**src/rtl/counter_updown_param.sv**
```systemverilog
// counter_updown_param: prescaled up/down modulo counter with clear/load, optional saturation and step/terminal-count pulses
module counter_updown_param #(
    parameter int WIDTH     = 8,
    parameter int MAX_COUNT = 2**WIDTH-1,
    parameter int SATURATE  = 0,
    parameter int PRESCALE  = 1
) (
    input  logic             i_clk,
    input  logic             i_reset,
    input  logic             i_en,
    input  logic             i_dir,
    input  logic             i_clear,
    input  logic             i_load,
    input  logic [WIDTH-1:0] i_load_val,
    output logic [WIDTH-1:0] o_count,
    output logic             o_tc,
    output logic             o_step
);
    localparam int PW = PRESCALE > 1 ? $clog2(PRESCALE) : 1;
    localparam logic [PW-1:0] PLAST = PW'(PRESCALE-1);
    localparam logic [WIDTH-1:0] MAXV = WIDTH'(MAX_COUNT);
    logic [PW-1:0] pre;
    logic step, lim;
    logic [WIDTH-1:0] nxt, ld;
    always_comb begin
        step = i_en && pre == PLAST;
        lim  = i_dir ? o_count == MAXV : o_count == '0;
        nxt  = lim ? ((SATURATE != 0) ? o_count : (i_dir ? '0 : MAXV))
                   : (i_dir ? o_count + 1'b1 : o_count - 1'b1);
        ld   = i_load_val > MAXV ? MAXV : i_load_val;
    end
    always_ff @(posedge i_clk or posedge i_reset) begin
        if (i_reset) begin
            o_count <= '0;
            pre     <= '0;
            o_tc    <= 1'b0;
            o_step  <= 1'b0;
        end else if (i_clear || i_load) begin
            o_count <= i_clear ? '0 : ld;
            pre     <= '0;
            o_tc    <= 1'b0;
            o_step  <= 1'b0;
        end else begin
            o_step <= step;
            o_tc   <= step && lim;
            if (i_en) pre <= step ? '0 : pre + 1'b1;
            if (step) o_count <= nxt;
        end
    end
endmodule

```
**config.mk**
```make
export PLATFORM = sky130hd
export DESIGN_NAME = counter_updown_param
export DESIGN_NICKNAME = d
export VERILOG_FILES = /design/src/rtl/counter_updown_param.sv
export SDC_FILE = /design/constraint.sdc
export NUM_CORES = 1
export LEC_CHECK = 0
export BUFFER_PORTS_ARGS = -buffer_cell sky130_fd_sc_hd__buf_2
export CAP_MARGIN = 30
export CORE_MARGIN = 10
export CORE_UTILIZATION = 47
export DETAILED_ROUTE_END_ITERATION = 7
export PLACE_DENSITY = 0.84
export SLEW_MARGIN = 20
export SYNTH_ARGS = -nofsm -noshare
export SYNTH_HDL_FRONTEND = slang
export SYNTH_SLANG_ARGS = --single-unit
```
**constraint.sdc**
```tcl
create_clock -name i_clk -period 1.7 [get_ports i_clk]
set_input_delay 0.425 -clock i_clk [delete_from_list [all_inputs] [get_ports i_clk]]
set_output_delay 0.425 -clock i_clk [all_outputs]
set_load 0.005 [all_outputs]
```
Yosys cells after proc, flatten, opt, wreduce, memory -nomap -nowiden --
Index checks and enable logic that the tools add are counted.
Word-level totals: word-level logic and storage cells 29, output and inout port bits 10, register bits after elaboration 11, bits of input ports 14
Operators by class: bitwise operators 1, reduce and logical (&&, ||, !) cells 6, mux-type cells 13, add/subtract/negate cells 3, eq/ne operators 1, $lt $le $gt $ge 1
Operator list (count):
- 2-to-1 mux 8 bit | 7
- adder 8 x 1 -> 8 bit, second input constant | 1
- == test 8 bit, second input constant | 1
- > comparator 8 bit, second input constant | 1
- logical NOT 8 bit | 1
- subtractor 8 x 1 -> 8 bit, second input constant | 1
- 2-to-1 mux 1 bit | 6
- nonzero test 2 bit | 2
- logical AND 1 bit | 2
- adder 1 bit, second input constant | 1
- logical OR 1 bit | 1
- inverter 1 bit | 1

Logic depth before layout (Yosys ltp) --
Gate-level depths: netlist of the first run.
word-level depth 5, mapped depth 6

Least setup slack after synthesis of the first run --
Ideal clock, no wire load.
path type input -> register, from input i_dir, to register o_count[5], arrival time 1644 ps, cell stages on the path 6, path buffers 0, setup slack -70 ps, data required time 1574 ps, library setup time 126 ps, cells stage by stage inv_1 -> ha_1 -> a211o_1 -> a211oi_1 -> o21ba_2 -> o31ai_1
On the way: cells in the longest elaborated chain, start to end 4, elaborated cells between the ends (all ways) 6
RTL lines:
- start: declaration | line 11 | input logic i_dir,
- 2-to-1 mux 8 bit, or another cell as far along | line 29 | : (i_dir ? o_count + 1'b1 : o_count - 1'b1);
- 2-to-1 mux 8 bit * | line 28 | nxt = lim ? ((SATURATE != 0) ? o_count : (i_dir ? '0 : MAXV))
- 2-to-1 mux 8 bit * | line 47 | if (step) o_count <= nxt;
- 2-to-1 mux 8 bit * | line 38 | end else if (i_clear || i_load) begin
- end signal: assignment | line 39 | o_count <= i_clear ? '0 : ld;
- end signal: assignment | line 47
- end: declaration | line 15 | output logic [WIDTH-1:0] o_count,
Mark *: on every way between the ends. The rest lies on a longest branch, timed or not. The select of a mux whose other input is x is not followed. A chain may end at the register's enable or synchronous reset.

Worst setup path in the final report of the first run --
from input i_dir, to register o_count[6]
The elaborated chain is that of the path after synthesis.

==> metrics.csv, run 1 <==
metric,value,unit
cpLargestDelayFamily,compound AO/OA/AOI/OAI gates,
postRouteAntennaNets,0,
tightest_slew,0.4578,ns
violations,setup timing,
cts_buffers,3,
synth_area,947.2,µm²
avgRoutedWirePerCell,17.20,µm
regToRegSetupSlack,-0.09,ns
wl,2856,µm
use_met3,0.02405,
clock_power_share,0.215,
vdd_drop_max,0.4109,mV
status,finished with violations,
start_kind,input port,
crit_type,in2reg,
p_per_area,695.7,nW/µm²
grt.met1_usage,0.1398,
dp_hpwl,2014,µm
crit_chain,buf_6 > clkinvlp_4 > fa_2 > a211oi_1 > o21ai_1 > and3_1 > o31ai_2,
yosysTopAreaCellShare,0.2906,
fin_ws,-0.1343,ns
min_path_type,in2async,
syn_area_per_cell,9.472,µm²
swShare,0.3631,
fin_skew,0.008754,ns
num_rows,16,
synthTopCellsByCount,"a21oi_1 (11), dfrtp_1 (11), ha_1 (6), inv_1 (5), nor2_1 (5)",
finish.net_count,161,
layout_min_cycle_time,1.834,ns
synth_largest_area_cell,dfrtp_1,
dr.pass1.iters,4,
track_usage,0.1233,
drive_above_1_share,0.4604,
utilization,0.6669,
io_pins,24,
antenna_found_initial,0,
reg2reg_to,o_count[6],
grt_pass1_wl,4202,µm
rr_startpoint,o_count[0],
critical_path_buf_inv_count,2,
grt_max_degree,18,
cts_tree,built,
timing.fmax,545.2,MHz
overflow,0,
start_util,0.4878,
period_share,1.079,
comb_power_share,0.438,
hold-worst-slack,0.1328,ns
vias,956,
htree_levels,1,
grt.busiest_layer,met2,
yosysSeqAreaShare,0.2906,
endpoint_kind,flop,
postSynthCellCount,100,
power_frac_seq,0.347,
cp.required,1.89,ns
synthToLayoutAreaGrowth,36.72,%
syn_nets,121,
ctsLongestPathBuffers,2,
p_int,573.8,µW
final_max_slew_viol_count,0,
via_per_inst,5.759,
synthDistinctLibCells,41,
synth_edf_count,0,
critPathArrivalTime,2.03,ns
place.gp.congestion,0.9101,
setup_violations,1,
nFillCells,163,
reg2reg_depth,5,
finalInstanceArea,1295,µm²
ys_ff_latch,11,
cts.reportedPaths.clkPinSlew,0.09,ns
async_flop_share,1.000,
met2_usage,0.2081,
hold_violations,0,
synthFlopType,dfrtp_1,
post-route-drc-count,0,
max_stage_delay,0.47,ns
cts_root_buf,clkbuf_4,
p_leak,0.6288,nW
place_area,1186,µm²
cp_slowest_cell,fa_2,
clock-sinks,11,
die_w,64.89,µm
drtIter0Drc,39,
max-cap-violations,0,
port_buffers,23,
die_y,64.89,µm
grt_pass1_vias,930,
die_area,4211,µm²
fp.coreArea,1942,µm²
clkLatencyLatePin,0.28,ns
yosysWarnings,0,
worstPathMaxFanout,7,
power_switching,327.2,µW
slew_headroom,0.6945,
rsz0062_at_grt,true,
synth_area_leaders,"dfrtp_1 (29%), ha_1 (7.9%), a21oi_1 (5.8%)",
antennaDiodeCount,0,
-- per-stage QoR --
step                      setup TNS (ns)  total power, mW  cells  setup slack, ns
final                            -0.1343           0.9010    166          -0.1343
after global routing             -0.2462           0.9600    166          -0.1660
after CTS                              0           0.8508    164         0.003060
after detailed placement          -1.129           0.6572    160          -0.2918
after global placement           -0.7881           0.6457    160          -0.2000
after floorplan                 -0.02467           0.5319    100         -0.02037
-- cells by family after synthesis --
kind of cell               count (synthesis)  share of synthesized area
DFF                                       11                     0.2906
xor gates and xnor gates                   5                    0.04623
AOI/OAI and AO/OA                         37                     0.2721
buffers and inverters                      9                    0.04491
muxes                                      1                    0.01057
adders and majority gates                  7                     0.1004
and+or+nand+nor                           30                     0.2352
-- area by class of cell --
class,instances,area (µm²),share of cell area
clock buffer,3,22.52,0.01739
timing repair buffer,38,234.0,0.1807
inverter,6,27.53,0.02126
sequential,11,277.8,0.2145
multi-input combinational,80,694.4,0.5362
clock inverter,1,5.005,0.003865
tap,27,33.78,0.02609
-- worst register-to-register path: stages (launching register included) --
cell and delay (ns):
dfrtp_1 0.45, fa_2 0.42, a211oi_1 0.30, o21ai_1 0.16
and3_1 0.20, o31ai_2 0.19
-- per-layer routing --
metal  part of all wire  up-vias  wire [µm]
met4              0.016        0         45
met3              0.041        4        116
met1               0.43      468       1224
li1                   -      460          -
met5                  0        -          0
met2               0.51       24       1470
-- power by group through the flow --
| stage | clock (mW) | combinational, mW | sequential (mW) |
|---|---|---|---|
| after global routing | 0.214 | 0.431 | 0.315 |
| after detailed placement | 0 | 0.343 | 0.314 |
| after CTS | 0.194 | 0.348 | 0.310 |
| after global placement | 0 | 0.333 | 0.313 |
| final | 0.193 | 0.395 | 0.313 |
| after floorplan | 0 | 0.219 | 0.313 |
-- placed cells by master, fill, tap and decap left out, types with 3 or more instances in the layout --
master | netlist | final
buf_2 | 0 | 22
dfrtp_1 | 11 | 9
clkbuf_4 | 0 | 3
nor2_1 | 5 | 5
xor2_1 | 4 | 3
a21oi_1 | 11 | 10
a22oi_1 | 3 | 3
ha_1 | 6 | 4
buf_4 | 0 | 15
inv_1 | 5 | 4
and3_1 | 3 | 3
a22o_1 | 3 | 3
and2b_1 | 4 | 4
-- state kept, by name, indices dropped and copies added, names as in the netlist --
name,flops
o_tc,1
pre,1
o_count,8
o_step,1
-- how the worst max path moves through the flow --
| stage | from | to | slack, ns | cells past startpoint |
|---|---|---|---|---|
| floorplan | i_dir | o_count[5] | -0.02 | 6 |
| global placement | i_dir | o_count[5] | -0.20 | 7 |
| detailed placement | i_dir | o_count[5] | -0.29 | 7 |
| CTS | o_count[1] | o_count[6] | 0.003 | 5 |
| global route | i_dir | o_count[6] | -0.17 | 7 |
| finish | i_dir | o_count[6] | -0.13 | 7 |
-- timing repair --
action                     4_1_cts  5_1_grt
resized for setup                2       10
hold buffers                     0        0
hold endpoints to repair         0        0
pin swaps                        0        9
setup buffers                    0        2
setup endpoints to repair        2        4
Power figures use the tool's default switching activity.
==> inputs of run 2 (changes only) <==
- CORE_UTILIZATION: 47 -> 52
- MAX_ROUTING_LAYER: default -> met4
- PLACE_DENSITY: 0.84 -> 0.87
- clock period: 1.7 -> 1.82 ns (I/O delays scaled with it)
==> run 2 against run 1 <==
Effect of this change:
- the run now ends clean
- via count is 1.7% higher
- first-iteration DRC count is 15% lower
- largest power group unchanged
- cell count is 0.60% lower
- combinational power is 13% lower
- highest routed layer unchanged
- final area is 4.7% lower
- critical path type is now reg2reg
==> metrics.csv, run 2 (synthesized netlist as in run 1, its figures left out) <==
metric,value,unit,change
status,finished clean,,
start_util,0.5486,,+0.06079
vdd_drop_max,0.3975,mV,-3.3%
avgRoutedWirePerCell,16.90,µm,-1.8%
crit_chain,ha_1 > a211oi_1 > a2bb2oi_2 > a21oi_1 > o31ai_1,,
cts_setup_buffers,0,,unchanged
regToRegSetupSlack,0.07,ns,+0.16 ns
die_area,3929,µm²,-6.7%
max-cap-violations,0,,unchanged
cts_root_buf,clkbuf_4,,
post-route-drc-count,0,,unchanged
final_max_slew_viol_count,0,,unchanged
final-seq-area,275.3,µm²,-0.90%
cpLargestDelayFamily,compound AO/OA/AOI/OAI gates,,
htree_levels,1,,unchanged
clock-sinks,11,,unchanged
dp_hpwl,2129,µm,+5.7%
place_area,1195,µm²,+0.74%
drive_above_1_share,0.3929,,-0.06757
overflow,0,,unchanged
cts_buffers,3,,unchanged
crit_type,reg2reg,,
fin_ws,0.07296,ns,+0.2073 ns
rr_startpoint,o_count[4],,
layout_min_cycle_time,1.747,ns,
endpoint_kind,flop,,
num_rows,15,,-1
startpoint,o_count[4],,
dr.pass1.iters,5,,+1
finalInstanceArea,1234,µm²,-4.7%
ctsLongestPathBuffers,2,,unchanged
rsz0062_at_grt,false,,
hold_violations,0,,unchanged
fp.coreArea,1727,µm²,-11%
cts_tree,built,,
postRouteAntennaNets,0,,unchanged
finish.net_count,162,,+0.62%
wl,2788,µm,-2.4%
synthToLayoutAreaGrowth,30.25,%,
power,803.7,µW,-11%
critPathArrivalTime,1.92,ns,-0.11 ns
critical_path_buf_inv_count,0,,-2
port_buffers,23,,unchanged
antenna_found_initial,0,,unchanged
final_cell_count_no_fill,165,,-0.60%
fin_skew,0.006698,ns,-0.002056 ns
cp_slowest_cell,dfrtp_1,,
numPlacedInstances,161,,+0.63%
clkLatencyLatePin,0.27,ns,about the same
slew_headroom,0.6909,,-0.003560
p_leak,0.6347,nW,+0.95%
place.gp.congestion,0.8602,,-5.5%
cts.reportedPaths.clkPinSlew,0.08,ns,about the same
largest_register_ff_count,8,,unchanged
hold-worst-slack,0.1715,ns,+0.03867 ns
nFillCells,141,,-13%
antennaDiodeCount,0,,unchanged
place_ws,-0.1915,ns,+0.1003 ns
tightest_slew,0.4632,ns,+0.005334 ns
layout_common_cells,"buf_2 (23), buf_4 (16), a21oi_1 (11), dfrtp_1 (11), ha_1 (6)",,
setup_violations,0,,-1
start_kind,flop,,
worstPathMaxFanout,5,,-2
mostFrequentLayoutCell,buf_2,,
regMostFlops,o_count,,
timing.fmax,572.4,MHz,
cts_hold_buffers,0,,unchanged
track_usage,0.1450,,+0.02174
grt_pass1_wl,4554,µm,+8.4%
vias,972,,+1.7%
period_share,0.9599,,
min_path_type,in2async,,
via_per_inst,5.891,,+2.3%
io_pins,24,,unchanged
die_y,62.68,µm,-3.4%
die_w,62.68,µm,-3.4%
cts_resized,0,,-2
grt_pass1_vias,980,,+5.4%
drtIter0Drc,33,,-15%
p_per_area,651.5,nW/µm²,-6.4%
max_stage_delay,0.44,ns,-0.03 ns
multiInputGateArea,640.6,µm²,-7.7%
grt_max_degree,18,,unchanged
cp.required,1.99,ns,+0.10 ns
run 2: cell types whose count changed in the layout (fill, tap and decap cells not counted), moves of 2 or more:
cell / delta
dfrtp_1: +2
dfrtp_2: -2
ha_1: +2
ha_4: -2
run 2: path summary, 6_finish.rpt:
| path | cells past startpoint | to |
|---|---|---|
| setup / recovery | 5 | o_count[7] |
| hold / removal | 2 | pre |
| setup reg to reg | 5 | o_count[7] |
| hold reg to reg | 1 | pre |
| max in group asynchronous | 2 | o_count[5] |
| min in group i_clk | 2 | pre |
run 2: area by class of cell:
class                   instances  share of cell area
clock inverters                 1            0.004057
repair buffers                 39              0.1907
clock buffers                   3             0.01826
well taps                      25             0.02536
flip-flops and latches         11              0.2231
multi-input cells              80              0.5193
inverters                       6             0.01927
run 2: power by group:
part / leakage [nW] / internal [mW] / switching, mW
registers: 0.146 / 0.263 / 0.0241
logic: 0.471 / 0.174 / 0.170
clock network: 0.0177 / 0.0814 / 0.0915
total: 0.635 / 0.518 / 0.286
run 2: worst reg2reg max path, cell delays in order (launching register included):
cell and delay (ns):
dfrtp_1 0.44, ha_1 0.32, a211oi_1 0.33, a2bb2oi_2 0.20, a21oi_1 0.09, o31ai_1 0.26
run 2: stage by stage:
step	util	TNS [ns]
2_1_floorplan	-	0
3_3_place_gp	0.6920	-0.3318
3_5_place_dp	0.6920	-0.6144
4_1_cts	0.7080	0
5_1_grt	0.7145	0
6_report	0.7145	0
run 2: per-layer routing:
layer / up-vias / share of wire / track usage / wire length [µm]
met1: 472 / 0.43 / 0.1571 / 1194
met5: - / 0 / - / 0
li1: 462 / - / - / -
met2: 30 / 0.51 / 0.2462 / 1413
met3: 8 / 0.035 / 0.02330 / 97
met4: 0 / 0.029 / 0.08101 / 82
